--- src/rtl/alu_serial_if.sv ---
// Operand/result handshake bundle for alu_serial.
// ovf exists only when ALU_SERIAL_OVF_EN is defined.
interface alu_serial_if #(
    parameter int WIDTH = 8
);
    logic             in_valid;
    logic             in_ready;
    logic [WIDTH-1:0] a;
    logic [WIDTH-1:0] b;
    logic             cin;
    logic [1:0]       s;
    logic             m;
    logic             out_valid;
    logic             out_ready;
    logic [WIDTH-1:0] f;
    logic             cout;
    logic             zero;
`ifdef ALU_SERIAL_OVF_EN
    logic             ovf;
`endif

    modport master (
        output in_valid, a, b, cin, s, m, out_ready,
`ifdef ALU_SERIAL_OVF_EN
        input  ovf,
`endif
        input  in_ready, out_valid, f, cout, zero
    );

    modport slave (
        input  in_valid, a, b, cin, s, m, out_ready,
`ifdef ALU_SERIAL_OVF_EN
        output ovf,
`endif
        output in_ready, out_valid, f, cout, zero
    );
endinterface

--- src/rtl/alu_serial.sv ---
// Digit-serial ALU: WIDTH-bit AND/OR/XOR/XNOR and add variants, DIGIT bits per clock.
// Optional signed-overflow output enabled by ALU_SERIAL_OVF_EN.
module alu_serial #(
    parameter int WIDTH = 8,
    parameter int DIGIT = 1
) (
    input logic        clk,
    input logic        rst_n,
    alu_serial_if.slave bus
);
    localparam int NDIG = WIDTH / DIGIT;
    localparam int CW   = (NDIG > 1) ? $clog2(NDIG) : 1;

    localparam logic [1:0] IDLE = 2'd0;
    localparam logic [1:0] RUN  = 2'd1;
    localparam logic [1:0] DONE = 2'd2;

    logic [1:0]       state_q, state_d;
    logic [WIDTH-1:0] a_q, a_d, b_q, b_d, f_q, f_d;
    logic             carry_q, carry_d, cout_q, cout_d, m_q, m_d;
    logic [1:0]       s_q, s_d;
    logic [CW-1:0]    cnt_q, cnt_d;

    logic [DIGIT-1:0] dig_res;
    logic             c_w, bo_w;
`ifdef ALU_SERIAL_OVF_EN
    logic             ovf_q, ovf_d, dig_cmsb;
`endif

    // One digit of the slice function; operands shift right so bit 0 is always current.
    always_comb begin
        c_w     = carry_q;
        bo_w    = 1'b0;
        dig_res = '0;
`ifdef ALU_SERIAL_OVF_EN
        dig_cmsb = 1'b0;
`endif
        for (int i = 0; i < DIGIT; i++) begin
            case (s_q)
                2'b00:   bo_w = b_q[i];
                2'b01:   bo_w = ~b_q[i];
                2'b10:   bo_w = 1'b0;
                default: bo_w = 1'b1;
            endcase
`ifdef ALU_SERIAL_OVF_EN
            dig_cmsb = c_w;
`endif
            if (m_q) begin
                dig_res[i] = a_q[i] ^ bo_w ^ c_w;
                c_w        = (a_q[i] & bo_w) | (c_w & (a_q[i] ^ bo_w));
            end else begin
                case (s_q)
                    2'b00:   dig_res[i] = a_q[i] & b_q[i];
                    2'b01:   dig_res[i] = a_q[i] | b_q[i];
                    2'b10:   dig_res[i] = a_q[i] ^ b_q[i];
                    default: dig_res[i] = ~(a_q[i] ^ b_q[i]);
                endcase
            end
        end
    end

    always_comb begin
        state_d = state_q;
        a_d     = a_q;
        b_d     = b_q;
        f_d     = f_q;
        carry_d = carry_q;
        cout_d  = cout_q;
        s_d     = s_q;
        m_d     = m_q;
        cnt_d   = cnt_q;
`ifdef ALU_SERIAL_OVF_EN
        ovf_d   = ovf_q;
`endif
        case (state_q)
            IDLE: if (bus.in_valid) begin
                a_d     = bus.a;
                b_d     = bus.b;
                carry_d = bus.cin;
                s_d     = bus.s;
                m_d     = bus.m;
                f_d     = '0;
                cout_d  = 1'b0;
                cnt_d   = '0;
`ifdef ALU_SERIAL_OVF_EN
                ovf_d   = 1'b0;
`endif
                state_d = RUN;
            end
            RUN: begin
                a_d     = a_q >> DIGIT;
                b_d     = b_q >> DIGIT;
                carry_d = c_w;
                // New digit enters at the top so after NDIG shifts it lands in place.
                f_d     = (f_q >> DIGIT) | (WIDTH'(dig_res) << (WIDTH - DIGIT));
                cnt_d   = cnt_q + CW'(1);
                if (cnt_q == CW'(NDIG - 1)) begin
                    cout_d  = m_q & c_w;
`ifdef ALU_SERIAL_OVF_EN
                    ovf_d   = m_q & (c_w ^ dig_cmsb);
`endif
                    state_d = DONE;
                end
            end
            DONE: if (bus.out_ready) state_d = IDLE;
            default: state_d = IDLE;
        endcase
    end

    always_ff @(posedge clk or negedge rst_n) begin
        if (!rst_n) begin
            state_q <= IDLE;
            a_q     <= '0;
            b_q     <= '0;
            f_q     <= '0;
            carry_q <= 1'b0;
            cout_q  <= 1'b0;
            s_q     <= 2'b00;
            m_q     <= 1'b0;
            cnt_q   <= '0;
`ifdef ALU_SERIAL_OVF_EN
            ovf_q   <= 1'b0;
`endif
        end else begin
            state_q <= state_d;
            a_q     <= a_d;
            b_q     <= b_d;
            f_q     <= f_d;
            carry_q <= carry_d;
            cout_q  <= cout_d;
            s_q     <= s_d;
            m_q     <= m_d;
            cnt_q   <= cnt_d;
`ifdef ALU_SERIAL_OVF_EN
            ovf_q   <= ovf_d;
`endif
        end
    end

    assign bus.in_ready  = (state_q == IDLE);
    assign bus.out_valid = (state_q == DONE);
    assign bus.f         = f_q;
    assign bus.cout      = cout_q;
    assign bus.zero      = ~|f_q;
`ifdef ALU_SERIAL_OVF_EN
    assign bus.ovf       = ovf_q;
`endif
endmodule

--- src/flat_wrapper.sv ---
// flat-port wrapper written by rule: the top's interface ports become plain ports
module alu_serial_flat 
#(
    parameter int WIDTH = 8,
    parameter int DIGIT = 1
)
  (clk, rst_n, bus_in_valid, bus_a, bus_b, bus_cin, bus_s, bus_m, bus_out_ready, bus_in_ready, bus_out_valid, bus_f, bus_cout, bus_zero);
  alu_serial_if #(.WIDTH(WIDTH)) bus_i ();
  input logic clk;
  input logic rst_n;
  input wire logic [$bits(bus_i.in_valid)-1:0] bus_in_valid;
  input wire logic [$bits(bus_i.a)-1:0] bus_a;
  input wire logic [$bits(bus_i.b)-1:0] bus_b;
  input wire logic [$bits(bus_i.cin)-1:0] bus_cin;
  input wire logic [$bits(bus_i.s)-1:0] bus_s;
  input wire logic [$bits(bus_i.m)-1:0] bus_m;
  input wire logic [$bits(bus_i.out_ready)-1:0] bus_out_ready;
  output wire logic [$bits(bus_i.in_ready)-1:0] bus_in_ready;
  output wire logic [$bits(bus_i.out_valid)-1:0] bus_out_valid;
  output wire logic [$bits(bus_i.f)-1:0] bus_f;
  output wire logic [$bits(bus_i.cout)-1:0] bus_cout;
  output wire logic [$bits(bus_i.zero)-1:0] bus_zero;
  assign bus_i.in_valid = bus_in_valid;
  assign bus_i.a = bus_a;
  assign bus_i.b = bus_b;
  assign bus_i.cin = bus_cin;
  assign bus_i.s = bus_s;
  assign bus_i.m = bus_m;
  assign bus_i.out_ready = bus_out_ready;
  assign bus_in_ready = bus_i.in_ready;
  assign bus_out_valid = bus_i.out_valid;
  assign bus_f = bus_i.f;
  assign bus_cout = bus_i.cout;
  assign bus_zero = bus_i.zero;
  alu_serial #(.WIDTH(WIDTH), .DIGIT(DIGIT)) u_core (.clk(clk), .rst_n(rst_n), .bus(bus_i));
endmodule
--- config.mk ---
export PLATFORM = sky130hd
export DESIGN_NAME = alu_serial_flat
export DESIGN_NICKNAME = d
export VERILOG_FILES = /design/src/rtl/alu_serial_if.sv /design/src/rtl/alu_serial.sv /design/src/flat_wrapper.sv
export SDC_FILE = /design/constraint.sdc
export NUM_CORES = 1
export LEC_CHECK = 0
export ABC_AREA = 1
export BUFFER_PORTS_ARGS = -buffer_cell sky130_fd_sc_hd__buf_2
export CAP_MARGIN = 20
export CORE_AREA = 2 2 79 81
export DETAILED_ROUTE_END_ITERATION = 16
export DIE_AREA = 0 0 81 83
export MAX_ROUTING_LAYER = met4
export SKIP_CTS_REPAIR_TIMING = 1
export SLEW_MARGIN = 30
export SYNTH_ARGS = -nofsm -noshare
export SYNTH_HDL_FRONTEND = slang
export SYNTH_SLANG_ARGS = --single-unit
--- constraint.sdc ---
create_clock -name clk -period 2.6 [get_ports clk]
set_clock_uncertainty 0.15 [all_clocks]
set_input_delay 0.26 -clock clk [delete_from_list [all_inputs] [get_ports clk]]
set_output_delay 0.26 -clock clk [all_outputs]
set_load 0.05 [all_outputs]
Word-level counts from Yosys, hierarchy flattened
Index checks and enable logic that the tools add are counted.
{ "word_totals": {"reg_bits": 34, "inputBits": 24, "out_inout_bits": 12, "wordCells": 60} }
{ "classes": {"add_sub_neg": 1, "eq_ne": 8, "mux": 21, "n_bitwise": 12, "reduce_logical": 9} }
{ "op_table": {"columns": ["operator", "n"], "rows": [
  ["case mux 8 bit (2 select lines)", 3],
  ["two-way mux 8 bit", 3],
  ["bitwise OR 7 x 8 -> 8 bit", 1],
  ["OR reduction 8 bit", 1],
  ["two-way mux 2 bit", 3],
  ["case mux 1 bit (3 select lines)", 2],
  ["case mux 2 bit (3 select lines)", 1],
  ["case mux 3 bit (2 select lines)", 1],
  ["AND reduction 3 bit", 2],
  ["two-way mux 1 bit", 5],
  ["AND 1 bit", 4],
  ["equality test 2 x 1 -> 1 bit (second input constant)", 2],
  ["equality test 2 bit (second input constant)", 2],
  ["logical NOT 2 bit", 2],
  ["inequality test 2 bit (second input constant)", 2],
  ["case mux 1 bit (2 select lines)", 2],
  ["AND reduction 2 bit", 2],
  ["adder 3 x 1 -> 3 bit (second input constant)", 1],
  ["equality test 3 bit (second input constant)", 1],
  ["two-way mux 3 bit", 1],
  ["bitwise XOR 1 bit", 3],
  ["inequality test 2 x 1 -> 1 bit (second input constant)", 1],
  ["inverter 1 bit", 2],
  ["bitwise OR 1 bit", 2],
  ["other kinds (2)", 2]
]} }

Depth between registers and ports, before layout
Gate-level depths: netlist (run 1).
{ "depth": {"word_depth": 9, "ltp_mapped": 9, "depth_no_buf": 9} }

Worst setup path before layout (run 1)
OpenSTA, ideal clock, no wires.
{ "synth_timing": {"path_kind": "register to output", "startpoint": "register u_core.f_q[5], in the netlist u_core.bus.f[5]", "endpoint": "output port bus_zero", "t_arrival_ns": 1.865, "t_required_ns": 2.190, "slack_ns": 0.325, "path_stages_with_launch": 4, "path_buffers": 0, "path_cell_list": "dfrtp_1 inv_1 nand3_1 nor3_1"} }
{ "synth_via": {"elab_chain_cells": 2} }
{ "synth_rtl": {"columns": ["element", "line", "text"], "rows": [
  ["from (decl)", "alu_serial.sv:19", "logic [WIDTH-1:0] a_q, a_d, b_q, b_d, f_q, f_d;"],
  ["from (signal assigned)", "alu_serial.sv:115", "f_q <= '0;"],
  ["from (signal assigned)", "alu_serial.sv:128", "f_q <= f_d;"],
  ["OR reduction 8 bit", "alu_serial.sv:144", "assign bus.zero = ~|f_q;"],
  ["logical NOT 1 bit", "alu_serial.sv:144", null],
  ["to (decl)", "flat_wrapper.sv:22", "output wire logic [$bits(bus_i.zero)-1:0] bus_zero;"]
]} }
No other way between the ends.

Worst setup path in the final report (run 1)
{ "layout_timing": {"startpoint": "register u_core.state_q[0]", "endpoint": "output port bus_in_ready"} }
{ "layout_via": {"elab_chain_cells": 1} }
{ "layout_rtl": {"columns": ["element", "line", "text"], "rows": [
  ["from (decl)", "alu_serial.sv:18", "logic [1:0] state_q, state_d;"],
  ["from (signal assigned)", "alu_serial.sv:125", "state_q <= state_d;"],
  ["logical NOT 2 bit", "alu_serial.sv:140", "assign bus.in_ready = (state_q == IDLE);"],
  ["to (decl)", "flat_wrapper.sv:18", "output wire logic [$bits(bus_i.in_ready)-1:0] bus_in_ready;"]
]} }
No other way between the ends.

==> results of run 1 <==
-- flip-flops by register name, summed over array words and instances, names as in the netlist --
register	cells
u_core.m_q	1
u_core.carry_q	1
u_core.cnt_q	3
u_core.bus.cout	1
u_core.bus.f	8
u_core.b_q	8
u_core.a_q	8
u_core.s_q	2
u_core.state_q	2
-- power groups by stage --
stage | combinational [mW] | sequential (mW) | clock (mW)
finish | 1.29 | 0.922 | 0.366
detailed placement | 1.30 | 0.932 | 0
CTS | 1.30 | 0.923 | 0.377
floorplan | 0.892 | 1.12 | 0
global route | 1.47 | 0.955 | 0.399
global placement | 1.28 | 0.928 | 0
-- logic make-up after synthesis --
kind of cell               synth area share (%)
AOI/OAI and AO/OA                         6.584
xor gates and xnor gates                 0.5122
adders and majority gates                 4.097
buffers and inverters                     9.510
DFF                                       49.74
and+or+nand+nor                           29.55
-- cell usage after synthesis --
library cell / instances / share of area (%)
nand2_1: 106 / 23
dfrtp_1: 34 / 50
inv_1: 19 / 4.2
nand3_1: 10 / 2.9
o21ai_0: 7 / 2.0
o22ai_1: 7 / 2.6
nor2_1: 6 / 1.3
buf_6: 5 / 3.3
ha_1: 4 / 2.9
a21oi_1: 2 / 0.59
clkbuf_8: 2 / 1.6
inv_2: 2 / 0.44
nand2_2: 2 / 0.73
fa_1: 1 / 1.2
nand4_1: 1 / 0.37
nor2_4: 1 / 0.66
nor3_1: 1 / 0.29
o21ai_4: 1 / 0.95
o31ai_1: 1 / 0.44
xor2_1: 1 / 0.51
-- worst max-delay path: cells and delay by family (launching register included) --
kind	cells	cell delay, ps
flops	1	470
simple gates	1	330
buf+inv	1	340
-- per-stage QoR --
step / utilization, % / instances / hold slack, ps / worst slack [ps] / power, mW
floorplan: - / 213 / -185.6 / 325.4 / 2.012
global placement: 32.72 / 317 / 251.4 / 996.8 / 2.204
detailed placement: 32.72 / 317 / 256.5 / 978.0 / 2.232
CTS: 34.04 / 324 / -53.02 / 765.1 / 2.604
global route: 34.21 / 325 / 40.76 / 703.6 / 2.821
finish: 34.21 / 325 / 40.15 / 773.8 / 2.575
-- layer usage --
| metal | vias to the layer above | share of wire, % | track usage, % |
|---|---|---|---|
| li1 | 733 | - | - |
| met1 | 620 | 47 | 16.20 |
| met2 | 22 | 48 | 19.91 |
| met3 | 5 | 3.2 | 3.370 |
| met4 | 0 | 1.6 | 5.547 |
| met5 | - | 0 | - |
-- final timing paths --
path | slack (ps) | cells past startpoint | end | startpoint
max in group asynchronous | 1310 | 2 | u_core.a_q[6] | rst_n
worst max-delay path | 770 | 2 | bus_in_ready | u_core.state_q[0]
min in group asynchronous | 470 | 2 | u_core.bus.f[7] | rst_n
worst min register to register | 330 | 2 | u_core.b_q[3] | u_core.b_q[3]
worst max register to register | 960 | 9 | u_core.bus.f[7] | u_core.s_q[1]
worst min-delay path | 40 | 2 | u_core.state_q[1] | bus_out_ready
-- layout make-up --
cell class              count  area, um2
fillers                   637       3826
repair buffers             37      192.7
clock buffers               7      76.32
inverters                  21      78.83
multi-input cells         151      696.9
flip-flops and latches     34      850.8
well taps                  75      93.84
==> metrics, run 1 <==
outcome=completed; Avg Cell Area, Syn=8.030 um2; initial antenna violation count=0; Die Y=a little over 80 um; clock sinks=34; unrepaired setup endpoints after global routing=no; Synth Instances=about 210; grt ovf=0; Pwr Density=1294 nW/um2; Hold/Removal Path Class=input port to register; die footprint=slightly below 7000 um2; starting density of the core=about 30%; max incr delay on CP=470 ps; Post-Route WL=approximately 3800 um; H-tree Lvls=2; GRT Overall Usage=about an eighth; Distinct cells, synth=20; maximum VDD drop=440.5 uV; max_slew headroom=45.79%; fin crit share=between 70% and 80%; Slowest-stage cell, CP=dfrtp_1; most frequent cells in the layout=nand2_1, buf_2, dfrtp_1; nets=279; worst skew pair latency=280 ps; core area=just under 6000 um2; net switching share of the total power=48.47%; Site Rows=28; Worst EP arrival=1420 ps; pin count of the biggest net entering global routing=35; routability cong.=approximately 0.76; post-route antenna net violation count=0; worst-path maximum fanout=6; part of the power in combinational logic=50.0%; Setup crit end kind=primary output; # DRC=0; share of cells above drive strength 1=between 10% and 20%; Yosys reg bits=34; final setup violation count=0; via count=approximately 1.4k; clk buf depth=2; commonest non-fill, non-tap cell in the layout=nand2_1; Clk network pwr share=14.2%; TritonRoute pass-1 iters=4; Seq pwr share=a little over a third; Final Cell Area=between 1500 and 2000 um2; TritonCTS Buffers=5; CTS tree=done; fin crit period=around 1800 ps; post-synthesis sequential area ratio=49.74%; I/O pins=36; Internal Pwr Total=around 1.3 mW; startpoint types=register; Slew @ Worst Pin=813.2 ps; drt via density=4.246; synthesized cell area=1710 um2; Post-DP HPWL=roughly 2500 um; Static Leak=between 1 and 1.5 nW; Die Wd=slightly above 80 um; # Max-Cap Violations=0; switching power=between 1 and 1.5 mW; area delta synth->final=16.31%; dpl cell area=about 1900 um2; number of global-route vias before repair=1,382; fmax=between 0.5 and 0.6 GHz; Slew Limit Fails=0; Synthesized Nets=roughly 240; number of synthesis warnings=0; WS Path Type=register to primary output; CTS root buf=clkbuf_8; first-pass GRT wire length=between 6000 and 7000 um; antenna diode count=0; initial DRC count=a little under 100; routed len/inst=roughly 12 um; CP Data Required Time=approximately 2200 ps; CP Cell Sequence=nor2_1, buf_2; Port Buf Inserts=35; final setup TNS=0 ps; clock transition at the registers of the reported paths=around 70 ps; final hold vios=0
(Power assumes the default switching activity.)
==> run 2, diff against run 1 <==
ABC_AREA = 0   (was 1)
CORE_AREA = 2 2 77 79   (was 2 2 79 81)
DIE_AREA = 0 0 79 81   (was 0 0 81 83)
clock period = 1.7 ns   (was 2.6 ns; I/O delays follow)
==> run 2 against run 1 <==
  * Sequential power rose by 56%
  * Power rose by 53%
  * Hold slack got worse by 26 ps
  * Non-clock buffer count rose by 17
  * Critical endpoint is now bus_zero
  * The run now ends with negative setup slack left
==> metrics, run 2 <==
GR peak layer=met2; unrepaired setup endpoints after global routing=yes; first-pass GRT wire length=6168 um (-6.5%); routability cong.=0.7923 (+4.5%); Static Leak=0.9732 nW (-12%); commonest non-fill, non-tap cell in the layout=nand2_1; Distinct cells, synth=31 (+55%); # Max-Cap Violations=0 (unchanged); CP Data Required Time=1380 ps (-810 ps); maximum VDD drop=685.7 uV (+56%); fmax=about 0.55 GHz; clock transition at the registers of the reported paths=70 ps (about the same); post-synthesis sequential area ratio=52.43% (+2.7 points); Synth area leader=dfrtp_1; worst slack, placed=2.261 ps (-975.8 ps); post-route antenna net violation count=0 (unchanged); failing checks=negative setup slack; met2 Use GR=20.76% (+0.85 points); Worst EP arrival=1510 ps (+90 ps); synthesized cell area=1623 um2 (-5.1%); ys flop type=dfrtp_1; net switching share of the total power=42.89% (-5.6 points); via count=1,312 (-4.9%); I/O pins=36 (unchanged); EDFF count, synth=0 (unchanged); met3 Resource Use GR=3.667% (+0.30 points); startpoint types=register; area share of the largest cell type after synthesis=52.43% (+2.7 points); Port Buf Inserts=35 (unchanged); WS Path Type=register to primary output; final setup violation count=1 (+1); switching power=1.693 mW (+36%); Setup WS post-layout=-132.2 ps (-906.0 ps); R2R Setup Slk=0 ps (-960 ps); Die Wd=79 um (-2.5%); Pwr Density=1843 nW/um2 (+42%); Setup crit end kind=primary output; H-tree Lvls=2 (unchanged); antenna diode count=0 (unchanged); core area=5675 um2 (-2.4%); TritonCTS Buffers=5 (unchanged); outcome=finished with violations; Internal Pwr Total=2.254 mW (+70%); pin count of the biggest net entering global routing=35 (unchanged); number of synthesis warnings=0 (unchanged); Site Rows=28 (unchanged); clk buf depth=2 (unchanged); share of cells above drive strength 1=35.38% (+17 points); Post-Layout Cell Count=287 (-12%); Hold/Removal Path Class=input port to register; top cells by count, synth=nand2_1, dfrtp_1, o21ai_0; number of global-route vias before repair=1,344 (-2.7%); Clk network pwr share=15.2% (+1.0 points); worst-path maximum fanout=2 (-4); starting density of the core=28.59% (-0.82 points); worst skew pair latency=280 ps (about the same); Post-DP HPWL=2530 um (+2.5%); # DRC=0 (unchanged); total placed cells including tap cells=272 (-14%); CTS root buf=clkbuf_8; final hold vios=0 (unchanged); fin crit period=~1800 ps; GRT Overall Usage=12.82% (-0.21 points); initial antenna violation count=0 (unchanged); part of the power in combinational logic=48.3% (-1.7 points); Synth Instances=162 (-24%); Slew @ Worst Pin=410.1 ps (-403.1 ps); TritonRoute pass-1 iters=4 (unchanged); Synthesized Nets=191 (-21%); initial DRC count=65 (-34%); max_slew headroom=72.66% (+27 points); clock sinks=34 (unchanged); Avg Cell Area, Syn=10.02 um2 (+25%); most instantiated library cell after synthesis=nand2_1; GR Util met1=15.34% (-0.86 points); asr flop ratio synth=100.0% (unchanged); Post-Route WL=3599 um (-4.6%); die footprint=6399 um2 (-4.8%); Die Y=81 um (-2.4%); drt via density=4.571 (+7.7%); grt ovf=0 (unchanged); routed len/inst=12.54 um (+8.0%); nets=241 (-14%); most frequent cells in the layout=nand2_1, buf_2, o21ai_0; CTS tree=done; area delta synth->final=32.00%; final setup TNS=-132.2 ps (-132.2 ps); synth top area cells=dfrtp_1, nand2_1, o21ai_0, a22oi_1, ha_1; Seq pwr share=36.5% (+0.7 points); fin crit share=107.8%; Yosys reg bits=34 (unchanged); Slew Limit Fails=0 (unchanged)
## run 2: through the flow
stage	power, mW	util (%)	hold slack (ps)	cell area [um2]
4_1_cts	3.885	35.80	-307.4	2032
3_3_place_gp	3.224	34.28	4.232	1946
2_1_floorplan	2.788	-	-275.6	1644
5_1_grt	4.278	37.74	11.87	2142
3_5_place_dp	3.276	34.28	-3.877	1946
6_report	3.947	37.74	14.48	2142
## run 2: worst max-delay path, stage by stage, from the launching register on
cell and delay, ps:
dfrtp_2 400, or4_4 550, nor2_4 120, buf_6 160
## run 2: cell type report
| class | count | area, um2 |
|---|---|---|
| clock buffers | 7 | 86.33 |
| fillers | 599 | 3533 |
| inverters | 4 | 15.01 |
| multi-input cells | 113 | 726.9 |
| flip-flops and latches | 34 | 860.8 |
| well taps | 75 | 93.84 |
| repair buffers | 54 | 359.1 |
## run 2: per-layer routing
| metal | vias up | part of all wire [%] |
|---|---|---|
| li1 | 660 | - |
| met1 | 624 | 48 |
| met2 | 22 | 47 |
| met3 | 6 | 3.6 |
| met4 | 0 | 1.4 |
| met5 | - | 0 |
## run 2: power groups by stage
stage,logic [mW],clock network [mW],registers [mW]
global placement,1.80,0,1.43
finish,1.91,0.599,1.44
global route,2.13,0.659,1.49
detailed placement,1.83,0,1.45
CTS,1.83,0.621,1.43
floorplan,1.12,0,1.67
## run 2: final timing paths
kind,startpoint,to,cells after the start
max,u_core.bus.f[7],bus_zero,3
min,bus_cin,u_core.carry_q,3
max reg2reg,u_core.s_q[1],u_core.bus.f[7],5
min reg2reg,u_core.b_q[2],u_core.b_q[2],2
max in group asynchronous,rst_n,u_core.state_q[0],3
min in group asynchronous,rst_n,u_core.m_q,3
## run 2: logic make-up (layout without fill, tap and decap cells)
kind of cell / Yosys count / after routing / share of synthesized area (%)
AO/OA/AOI/OAI: 49 / 49 / 19.28
adder cells (fa/ha/maj): 5 / 5 / 4.318
buffers and inverters: 15 / 65 / 4.779
AND/OR/NAND/NOR: 53 / 53 / 15.34
multiplexers: 5 / 5 / 3.315
flip-flops: 34 / 34 / 52.43
XOR/XNOR: 1 / 1 / 0.5398
==> run 3, diff against run 2 <==
CTS_BUF_LIST = sky130_fd_sc_hd__clkbuf_8   (was default)
MAX_ROUTING_LAYER = default   (was met4)
==> run 3 against run 2 <==
  * The run still ends with negative setup slack left
  * Die area unchanged
  * Count of clock-buffer cells in the layout is 1 lower
  * Maximum frequency about the same
  * Global-route usage down 0.37 points
  * Combinational power is essentially flat
  * Setup slack barely moved
  * First-iteration DRC count unchanged
  * Core utilization unchanged
  * Sequential cell count is the same
  * Design area did not move
  * Non-clock buffer count is the same
  * Register-to-register slack is essentially flat
  * Critical path type unchanged
==> metrics, run 3 (synthesis results as in run 2) <==
GRT Overall Usage=12.46% (-0.37 points); clk buf depth=2 (unchanged); initial antenna violation count=0 (unchanged); max_slew headroom=72.87% (+0.21 points); post-route antenna net violation count=0 (unchanged); first-pass GRT wire length=6168 um (unchanged); fin crit share=107.8% (about the same); worst skew pair latency=280 ps (about the same); CTS tree=done; Static Leak=0.9773 nW (+0.43%); failing checks=negative setup slack; critical path depth=3 (unchanged); final hold vios=0 (unchanged); share of cells above drive strength 1=35.38% (unchanged); Post-DP HPWL=2530 um (unchanged); TritonCTS Buffers=5 (unchanged); Port Buf Inserts=35 (unchanged); # Max-Cap Violations=0 (unchanged); final setup TNS=-132.3 ps (-0.07800 ps); # DRC=0 (unchanged); routed len/inst=12.56 um (+0.14%); CTS root buf=clkbuf_8; clock transition at the registers of the reported paths=70 ps (about the same); max incr delay on CP=550 ps (about the same); reg2reg start=u_core.s_q[1]; Pwr Density=1841 nW/um2 (about the same); worst-path maximum fanout=2 (unchanged); total chip power=3.944 mW (about the same); routability cong.=0.7816 (-1.4%); area delta synth->final=32.00% (unchanged); fin crit period=1832 ps (+0.07800 ps); CP Cell Sequence=or4_4, nor2_4, buf_6; Final Cell Area=2142 um2 (unchanged); most frequent cells in the layout=nand2_1, buf_2, o21ai_0; Hold/Removal Path Class=input port to register; delay-heaviest family, CP=simple AND/OR/NAND/NOR gates; clock sinks=34 (unchanged); initial DRC count=65 (unchanged); Bufs and invs on worst path=1 (unchanged); Site Rows=28 (unchanged); via count=1,317 (+0.38%); fin util=37.74% (unchanged); antenna diode count=0 (unchanged); drt via density=4.589 (+0.38%); Slew Limit Fails=0 (unchanged); startpoint types=register; pin count of the biggest net entering global routing=35 (unchanged); starting density of the core=28.59% (unchanged); die footprint=6399 um2 (unchanged); Setup crit end=bus_zero; Worst EP arrival=1510 ps (about the same); Slowest-stage cell, CP=or4_4; unrepaired setup endpoints after global routing=yes; core area=5675 um2 (unchanged); CP Data Required Time=1380 ps (about the same); dpl cell area=1946 um2 (unchanged); TritonRoute pass-1 iters=4 (unchanged); R2R Setup Slk=0 ps (unchanged); Post-Route WL=3604 um (+0.14%); CP Launch Point=u_core.bus.f[7]; R2R Path End=u_core.bus.f[7]; final setup violation count=1 (unchanged); fmax=0.5458 GHz (about the same); grt ovf=0 (unchanged); Setup WS post-layout=-132.3 ps (-0.07800 ps); outcome=finished with violations; Setup crit end kind=primary output; r2r worst-path depth=5 (unchanged); Die Wd=79 um (unchanged); I/O pins=36 (unchanged); maximum VDD drop=685.5 uV (about the same); Slew @ Worst Pin=406.9 ps (-3.210 ps); H-tree Lvls=2 (unchanged); WS Path Type=register to primary output; number of global-route vias before repair=1,344 (unchanged); worst hold slack=14.47 ps (-0.01750 ps); Die Y=81 um (unchanged); commonest non-fill, non-tap cell in the layout=nand2_1; nets=241 (unchanged)
-- run 3: cell types whose count changed in the layout (fill, tap and decap cells not counted), sizes merged --
cell    previous run  this run
clkbuf             9         8
inv                4         5
-- run 3: metrics by stage --
stage	setup WS, ps	std cells
2_1_floorplan	-3.647	162
3_3_place_gp	45.10	272
3_5_place_dp	2.261	272
4_1_cts	-257.4	279
5_1_grt	-172.4	287
6_report	-132.3	287
-- run 3: area by class of cell --
class | count | area (um2)
clock buffers | 6 | 82.58
clock inverters | 1 | 3.754
fillers | 599 | 3533
inverters | 4 | 15.01
multi-input cells | 113 | 726.9
flip-flops and latches | 34 | 860.8
well taps | 75 | 93.84
repair buffers | 54 | 359.1
-- run 3: power by group --
group,switching [mW],internal (mW),total (mW)
registers,0.278,1.16,1.44
logic,1.14,0.770,1.91
clock network,0.278,0.315,0.593
total,1.70,2.25,3.94
-- run 3: worst min-delay path by stage --
stage	startpoint	to	slack, ps	depth (start not counted)
2_1_floorplan	rst_n	u_core.a_q[0]	-280	0
3_3_place_gp	rst_n	u_core.bus.f[4]	4	2
3_5_place_dp	rst_n	u_core.bus.f[4]	-4	2
4_1_cts	rst_n	u_core.bus.f[4]	-310	2
5_1_grt	bus_cin	u_core.carry_q	10	3
6_report	bus_cin	u_core.carry_q	10	3
-- run 3: routing by layer --
| layer | vias up | wire length (um) | track usage [%] |
|---|---|---|---|
| met5 | - | 0 | 0 |
| met4 | 0 | 50 | 4.655 |
| met3 | 6 | 133 | 3.667 |
| met2 | 24 | 1682 | 20.76 |
| met1 | 626 | 1737 | 15.34 |
| li1 | 661 | - | - |
-- run 3: worst reg2reg max path, delay by kind of cell (launching register included) --
kind	cells	cell delay, ps
AND/OR/NAND/NOR	1	150
flip-flops	1	380
XOR/XNOR	1	140
adder cells (fa/ha/maj)	1	470
AO/OA/AOI/OAI	2	300
